### src/rtl/lcd_pkg.sv
// rtl/lcd_pkg.sv - shared types and constants for the LCD output driver
package lcd_pkg;

    typedef enum logic [2:0] {
        ST_PWRUP,
        ST_INIT_LD,
        ST_SETUP,
        ST_PULSE,
        ST_HOLD,
        ST_EXEC,
        ST_IDLE
    } lcd_state_t;

    localparam int INIT_LEN   = 6;
    localparam int INIT_IDX_W = 3;

    localparam logic [7:0] CMD_FUNC_SET = 8'h38;
    localparam logic [7:0] CMD_DISP_ON  = 8'h0C;
    localparam logic [7:0] CMD_CLEAR    = 8'h01;
    localparam logic [7:0] CMD_ENTRY    = 8'h06;

    localparam int IO_ON_BIT      = 31;
    localparam int IO_CLR_OVF_BIT = 30;
    localparam int IO_RS_BIT      = 9;
    localparam int IO_DATA_LSB    = 0;
    localparam int IO_DATA_W      = 8;

    localparam int STAT_BUSY_BIT = 0;
    localparam int STAT_OVF_BIT  = 1;

    function automatic int max_int(input int a, input int b);
        return (a > b) ? a : b;
    endfunction

endpackage

### src/rtl/lcd_init_rom.sv
// rtl/lcd_init_rom.sv - HD44780 power-up command sequence
module lcd_init_rom
    import lcd_pkg::*;
(
    input  logic [INIT_IDX_W-1:0] i_idx,
    output logic [7:0]            o_cmd,
    output logic                  o_last
);

    always_comb begin
        o_cmd = CMD_ENTRY;
        case (i_idx)
            3'd0, 3'd1, 3'd2: o_cmd = CMD_FUNC_SET;
            3'd3:             o_cmd = CMD_DISP_ON;
            3'd4:             o_cmd = CMD_CLEAR;
            default:          o_cmd = CMD_ENTRY;
        endcase
    end

    assign o_last = (i_idx == INIT_IDX_W'(INIT_LEN - 1));

endmodule

### src/rtl/lcd_io_driver.sv
// rtl/lcd_io_driver.sv - replays CPU LCD words to an HD44780 bus with EN/RS timing
module lcd_io_driver
    import lcd_pkg::*;
#(
    parameter int POWERUP_CYC   = 750000,
    parameter int SETUP_CYC     = 2,
    parameter int PULSE_CYC     = 12,
    parameter int HOLD_CYC      = 2,
    parameter int EXEC_CYC      = 2000,
    parameter int SLOW_EXEC_CYC = 82000
) (
    input  logic        clk_i,
    input  logic        rst_ni,
    input  logic [31:0] io_lcd_i,
    input  logic        io_lcd_wr_i,
    output logic [31:0] status_o,
    output logic        lcd_on_o,
    output logic        lcd_en_o,
    output logic        lcd_rs_o,
    output logic        lcd_rw_o,
    output logic [7:0]  lcd_data_o
);

    localparam int MAX_CYC = max_int(max_int(max_int(POWERUP_CYC, SLOW_EXEC_CYC),
                                             max_int(EXEC_CYC, PULSE_CYC)),
                                     max_int(SETUP_CYC, HOLD_CYC));
    localparam int CNT_W   = $clog2(MAX_CYC + 1);

    lcd_state_t              r_state, w_next_state;
    logic [CNT_W-1:0]        r_cnt, w_last_cnt;
    logic [INIT_IDX_W-1:0]   r_idx;
    logic                    r_init;
    logic                    r_on, r_rs, r_en, r_ovf;
    logic [7:0]              r_data;
    logic                    r_slot_full, r_slot_on, r_slot_rs;
    logic [7:0]              r_slot_data;

    logic [7:0]  w_rom_cmd;
    logic        w_rom_last;
    logic        w_done, w_slow, w_busy;
    logic        w_start_slot, w_start_direct, w_capture, w_drop;
    logic [7:0]  w_wr_data;
    logic        w_unused_bits;

    lcd_init_rom u_rom (
        .i_idx  (r_idx),
        .o_cmd  (w_rom_cmd),
        .o_last (w_rom_last)
    );

    assign w_wr_data      = io_lcd_i[IO_DATA_LSB +: IO_DATA_W];
    assign w_unused_bits  = ^{io_lcd_i[29:10], io_lcd_i[8]};
    assign w_slow         = !r_rs && (r_data >= 8'h01) && (r_data <= 8'h03);
    assign w_done         = (r_cnt == w_last_cnt);
    assign w_start_slot   = (r_state == ST_IDLE) && r_slot_full;
    assign w_start_direct = (r_state == ST_IDLE) && !r_slot_full && io_lcd_wr_i;
    // The slot frees in the cycle it starts, so a write in that same cycle refills it
    assign w_capture      = io_lcd_wr_i && !w_start_direct && (!r_slot_full || w_start_slot);
    assign w_drop         = io_lcd_wr_i && !w_start_direct && r_slot_full && !w_start_slot;
    assign w_busy         = !((r_state == ST_IDLE) && !r_slot_full);

    always_comb begin
        status_o                = '0;
        status_o[STAT_BUSY_BIT] = w_busy;
        status_o[STAT_OVF_BIT]  = r_ovf;
    end

    always_comb begin
        w_last_cnt = '0;
        case (r_state)
            ST_PWRUP: w_last_cnt = CNT_W'(POWERUP_CYC - 1);
            ST_SETUP: w_last_cnt = CNT_W'(SETUP_CYC - 1);
            ST_PULSE: w_last_cnt = CNT_W'(PULSE_CYC - 1);
            ST_HOLD:  w_last_cnt = CNT_W'(HOLD_CYC - 1);
            ST_EXEC:  w_last_cnt = w_slow ? CNT_W'(SLOW_EXEC_CYC - 1) : CNT_W'(EXEC_CYC - 1);
            default:  w_last_cnt = '0;
        endcase
    end

    always_comb begin
        w_next_state = r_state;
        case (r_state)
            ST_PWRUP:   if (w_done) w_next_state = ST_INIT_LD;
            ST_INIT_LD: w_next_state = ST_SETUP;
            ST_SETUP:   if (w_done) w_next_state = ST_PULSE;
            ST_PULSE:   if (w_done) w_next_state = ST_HOLD;
            ST_HOLD:    if (w_done) w_next_state = ST_EXEC;
            ST_EXEC:    if (w_done) w_next_state = (r_init && !w_rom_last) ? ST_INIT_LD : ST_IDLE;
            ST_IDLE:    if (w_start_slot || w_start_direct) w_next_state = ST_SETUP;
            default:    w_next_state = ST_PWRUP;
        endcase
    end

    always_ff @(posedge clk_i or negedge rst_ni) begin
        if (!rst_ni) begin
            r_state     <= ST_PWRUP;
            r_cnt       <= '0;
            r_idx       <= '0;
            r_init      <= 1'b0;
            r_on        <= 1'b0;
            r_rs        <= 1'b0;
            r_en        <= 1'b0;
            r_data      <= '0;
            r_ovf       <= 1'b0;
            r_slot_full <= 1'b0;
            r_slot_on   <= 1'b0;
            r_slot_rs   <= 1'b0;
            r_slot_data <= '0;
        end else begin
            r_state <= w_next_state;
            if (w_next_state != r_state) begin
                r_cnt <= '0;
            end else if (r_state != ST_IDLE) begin
                r_cnt <= r_cnt + 1'b1;
            end
            // EN is registered so it tracks PULSE exactly without decode glitches
            r_en <= (w_next_state == ST_PULSE);

            if (r_state == ST_PWRUP && w_done) begin
                r_on   <= 1'b1;
                r_idx  <= '0;
                r_init <= 1'b1;
            end
            if (r_state == ST_INIT_LD) begin
                r_rs   <= 1'b0;
                r_data <= w_rom_cmd;
            end
            if (r_state == ST_EXEC && w_done && r_init) begin
                if (w_rom_last) r_init <= 1'b0;
                else            r_idx  <= r_idx + 1'b1;
            end

            if (w_start_slot) begin
                r_on   <= r_slot_on;
                r_rs   <= r_slot_rs;
                r_data <= r_slot_data;
            end else if (w_start_direct) begin
                r_on   <= io_lcd_i[IO_ON_BIT];
                r_rs   <= io_lcd_i[IO_RS_BIT];
                r_data <= w_wr_data;
            end

            if (w_capture) begin
                r_slot_full <= 1'b1;
                r_slot_on   <= io_lcd_i[IO_ON_BIT];
                r_slot_rs   <= io_lcd_i[IO_RS_BIT];
                r_slot_data <= w_wr_data;
            end else if (w_start_slot) begin
                r_slot_full <= 1'b0;
            end

            if (w_drop) begin
                r_ovf <= 1'b1;
            end else if (io_lcd_wr_i && io_lcd_i[IO_CLR_OVF_BIT]) begin
                r_ovf <= 1'b0;
            end
        end
    end

    assign lcd_on_o   = r_on;
    assign lcd_en_o   = r_en;
    assign lcd_rs_o   = r_rs;
    assign lcd_rw_o   = 1'b0;
    assign lcd_data_o = r_data;

endmodule
### config.mk
export PLATFORM = sky130hd
export DESIGN_NAME = lcd_io_driver
export DESIGN_NICKNAME = d
export VERILOG_FILES = /design/src/rtl/lcd_pkg.sv /design/src/rtl/lcd_init_rom.sv /design/src/rtl/lcd_io_driver.sv
export SDC_FILE = /design/constraint.sdc
export NUM_CORES = 1
export LEC_CHECK = 0
export CORE_MARGIN = 1.5
export CORE_UTILIZATION = 35
export CTS_CLUSTER_DIAMETER = 150
export DETAILED_ROUTE_END_ITERATION = 6
export GPL_TIMING_DRIVEN = 0
export SYNTH_ARGS = -nofsm -noshare
export SYNTH_HDL_FRONTEND = slang
export SYNTH_SLANG_ARGS = --single-unit
### constraint.sdc
create_clock -name clk_i -period 2.67 [get_ports clk_i]
set_input_delay 0.801 -clock clk_i [delete_from_list [all_inputs] [get_ports clk_i]]
set_output_delay 0.801 -clock clk_i [all_outputs]
set_load 0.005 [all_outputs]
==> results.md <==
* Hold Worst Slack at approximately 0.40 ns
* Largest net degree at the start of global routing at 38
* Distinct cells, synth at 45
* Min-Delay Path Class: in2async
* Crit path max fanout at 10
* Crit start category: register
* Clk Latency, worst-skew pair at 0.31 ns
* GRT Resource Usage Total at 0.162
* R2R Path End: r_state[1]
* DR pass1 iterations at 4
* Slowest cell on the critical path: dfrtp_1
* Avg Inst Size Synth at 8.81 µm²
* Placed cell area at 3520 µm²
* FFs w/ async S/R, synth at 1.00
* Buffers and inverters on the worst path at 5
* RSZ-0062 raised after global routing: yes
* ANT cells at 0
* Gp weighted congestion at approximately 0.78
* # rows at 33
* Overall routed net length at 6810 µm
* Initial antenna violation count at 0
* Flop-to-flop setup slack at approximately 0.096 ns
* Dominant cell by count in the synthesized netlist: dfrtp_1
* First-pass GRT wire length at approximately 11000 µm
* Die H at between 90 and 100 µm
* Final Hold Fails at 0
* Cell accounting for the most synthesized area: dfrtp_1
* Hpwl dp at ~4800 µm
* Vias in the first global route at around 2400
* Yosys reg bits at 50
* Die area at about 9200 µm²
* Cells on worst reg2reg path at 9
* Worst Tran Pin Value at ~0.69 ns
* Layout Skew at 0.00666 ns
* CP Capture Type: primary output
* Cells after DPL at 503
* Layout Cells excl Fill at approximately 530
* Clock tree root buffer cell: clkbuf_8
* Final WS setup at 0.0965 ns
* Htree depth at 2
* Overflow after GRT at 0
* Largest family of logic cells by synthesized area: simple AND/OR/NAND/NOR gates
* Register Area at 1250 µm²
* Area of the multi-input gates at 1590 µm²
* LEAKAGE at around 1.8 nW
* Critical Path, Cell by Cell: buf_4, nand3b_1, clkbuf_8, nor2_4, inv_2, buf_4, dlygate4sd2_1
* Core Region at between 8000 and 9000 µm²
* CP Data Arrival Time at between 1.5 and 2 ns
* TritonCTS buffer count at 5
* Clk slew on worst S/H paths at 0.10 ns
* Initial Util at 0.364
* Initial drt markers at approximately 120
* Top cells by count, synth: dfrtp_1 (50), nor2_1 (42), nand2_1 (38)
* CTS tree: done
* Yosys warns at 0
* Area Overhead vs Synth at 28.5%
* Mux contribution to synthesized area at 0.0408
* Register area share after synthesis at 0.416
* Final net count at between 400 and 500
* Post-synth top area share at 0.416
* Relative slew slack at 0.535
* Crit-path leading delay family: buffers and inverters
* Max Slew Vio Count at 0
* Number of flops mapped to enable cells by yosys at 0
* CP max stage delay at between 0.3 and 0.4 ns
* Via Count at between 2000 and 3000
* Run status: completed
* Worst path required time at ~1.9 ns
* Peak Freq at roughly 400 MHz
* Peak supply drop at roughly 0.28 mV
* R2r startpoint: r_state[1]
* Synth Instances at between 300 and 400
* CP most frequent cell: buf_4
* Compound-cell area share of the yosys netlist at 0.127
* Post-Syn Area at around 3000 µm²
* Vias/cell at 4.83
* Max-cap violation count at 0
* Fin crit period at roughly 2.6 ns
* Pwr Total at 0.00137 W
* DP Worst Slack at -0.393 ns
* Routed wire length per instance at 12.9 µm
* Post-DRT Antenna Nets at 0
* Post-synthesis simple-gate area fraction at 0.214
* Fin crit share at 0.964
* Share of cells above drive strength 1 at 0.227
* CTS Sinks at 50
* Setup violators final at 0
* DRC at 0
* Most area-consuming cells after synthesis: dfrtp_1 (42%), buf_4 (8.5%), nor2_1 (5.2%)
* Die Wd at ~96 µm
* # IOs at 79
* Max clock buf depth at 2
* Cts hold-fix bufs at 0
* Fill count at around 800
* CP Class: reg2out
* Pwr dens at about 350 nW/µm²
* Predominant post-synthesis flop cell: dfrtp_1
* Post-Synth Adder-Cell Area at 0.0250
* XOR/XNOR Fraction of Synth Area at 0.0583
* PortBufs at 26
* Fin area at roughly 3900 µm²
==> flip-flops by register name, summed over array words and instances, names as in the netlist <==
register,count
r_slot_full,1
r_cnt,20
lcd_en_o,1
r_idx,3
lcd_on_o,1
lcd_data_o,8
r_slot_rs,1
r_slot_data,8
r_ovf,1
r_slot_on,1
r_state,3
r_init,1
lcd_rs_o,1
==> power breakdown <==
part	internal, W	total [W]	leakage, nW	switching, W
logic	0.0000714	0.000118	1.10	0.0000467
registers	0.000775	0.000787	0.636	0.0000119
clock network	0.000188	0.000462	0.0408	0.000274
total	0.00103	0.00137	1.78	0.000333
==> layer usage <==
metal / vias up / track usage / wire length (µm) / part of all wire
li1: 1272 / - / - / -
met1: 1204 / 0.229 / 3270 / 0.48
met2: 66 / 0.254 / 3150 / 0.46
met3: 8 / 0.0303 / 325 / 0.048
met4: 0 / 0.0417 / 63 / 0.0092
met5: - / 0 / 0 / 0
==> through the flow <==
stage                     TNS, ns   util
after CTS                       0  0.456
after global placement     -41.68  0.425
after detailed placement    -2.05  0.427
final                           0  0.468
after global routing      -0.0488  0.468
after floorplan                 0      -
==> cell usage in the layout (no fill, tap or decap), types with 5 or more instances in the layout <==
cell type | Yosys | final
buf_4 | 34 | 52
dfrtp_1 | 50 | 50
nor2_1 | 42 | 40
nand2_1 | 38 | 38
conb_1 | 1 | 31
clkdlybuf4s50_1 | 0 | 24
o21ai_0 | 20 | 20
nand3_1 | 13 | 13
a21oi_1 | 13 | 13
xor2_1 | 13 | 13
mux2_2 | 10 | 10
inv_1 | 9 | 8
clkbuf_1 | 9 | 7
nor3_1 | 8 | 7
xnor2_1 | 7 | 7
clkbuf_8 | 0 | 6
ha_1 | 6 | 6
buf_6 | 0 | 5
and3_1 | 5 | 5
==> what timing repair did <==
action                     4_1_cts  5_1_grt
gates cloned                     0        1
hold endpoints to repair         0        0
setup endpoints to repair       17       32
pin swaps                        1        3
resized for setup               15       15
setup buffers                   14        3
==> layout make-up <==
| type | count | share of cell area |
|---|---|---|
| clock inverters | 3 | 0.00616 |
| multi-input cells | 263 | 0.411 |
| clock buffers | 5 | 0.0178 |
| inverters | 9 | 0.00875 |
| flip-flops and latches | 50 | 0.324 |
| well taps | 105 | 0.0340 |
| repair buffers | 45 | 0.107 |
| plain buffers | 48 | 0.0914 |
==> worst reg2reg max path: stages (launching register included) <==
cell,delay (ns)
dfrtp_1,0.38
buf_6,0.14
or3_4,0.38
buf_6,0.15
o31ai_4,0.23
nand4_1,0.11
a2111o_1,0.50
buf_2,0.24
a221oi_2,0.23
o31ai_1,0.10
==> worst max path at each step <==
stage                startpoint  slack, ns       endpoint  cells after the start
CTS                  r_state[1]       0.01       r_cnt[3]                      9
finish               r_state[0]        0.1    status_o[0]                      7
floorplan            r_state[1]       0.34     r_state[1]                      9
detailed placement  io_lcd_wr_i      -0.39  lcd_data_o[5]                      7
global placement         rst_ni      -0.79  lcd_data_o[5]                      1
global route         r_state[0]      -0.01      r_cnt[12]                      9
==> cells by family (layout without fill, tap and decap cells) <==
| family | Yosys count | in the layout |
|---|---|---|
| and+or+nand+nor | 137 | 137 |
| buffers and inverters | 58 | 110 |
| DFF | 50 | 50 |
| other | 1 | 31 |
| AOI/OAI and AO/OA | 58 | 58 |
| xor gates and xnor gates | 20 | 20 |
| adders and majority gates | 6 | 6 |
| muxes | 11 | 11 |
(Power assumes the default switching activity.)
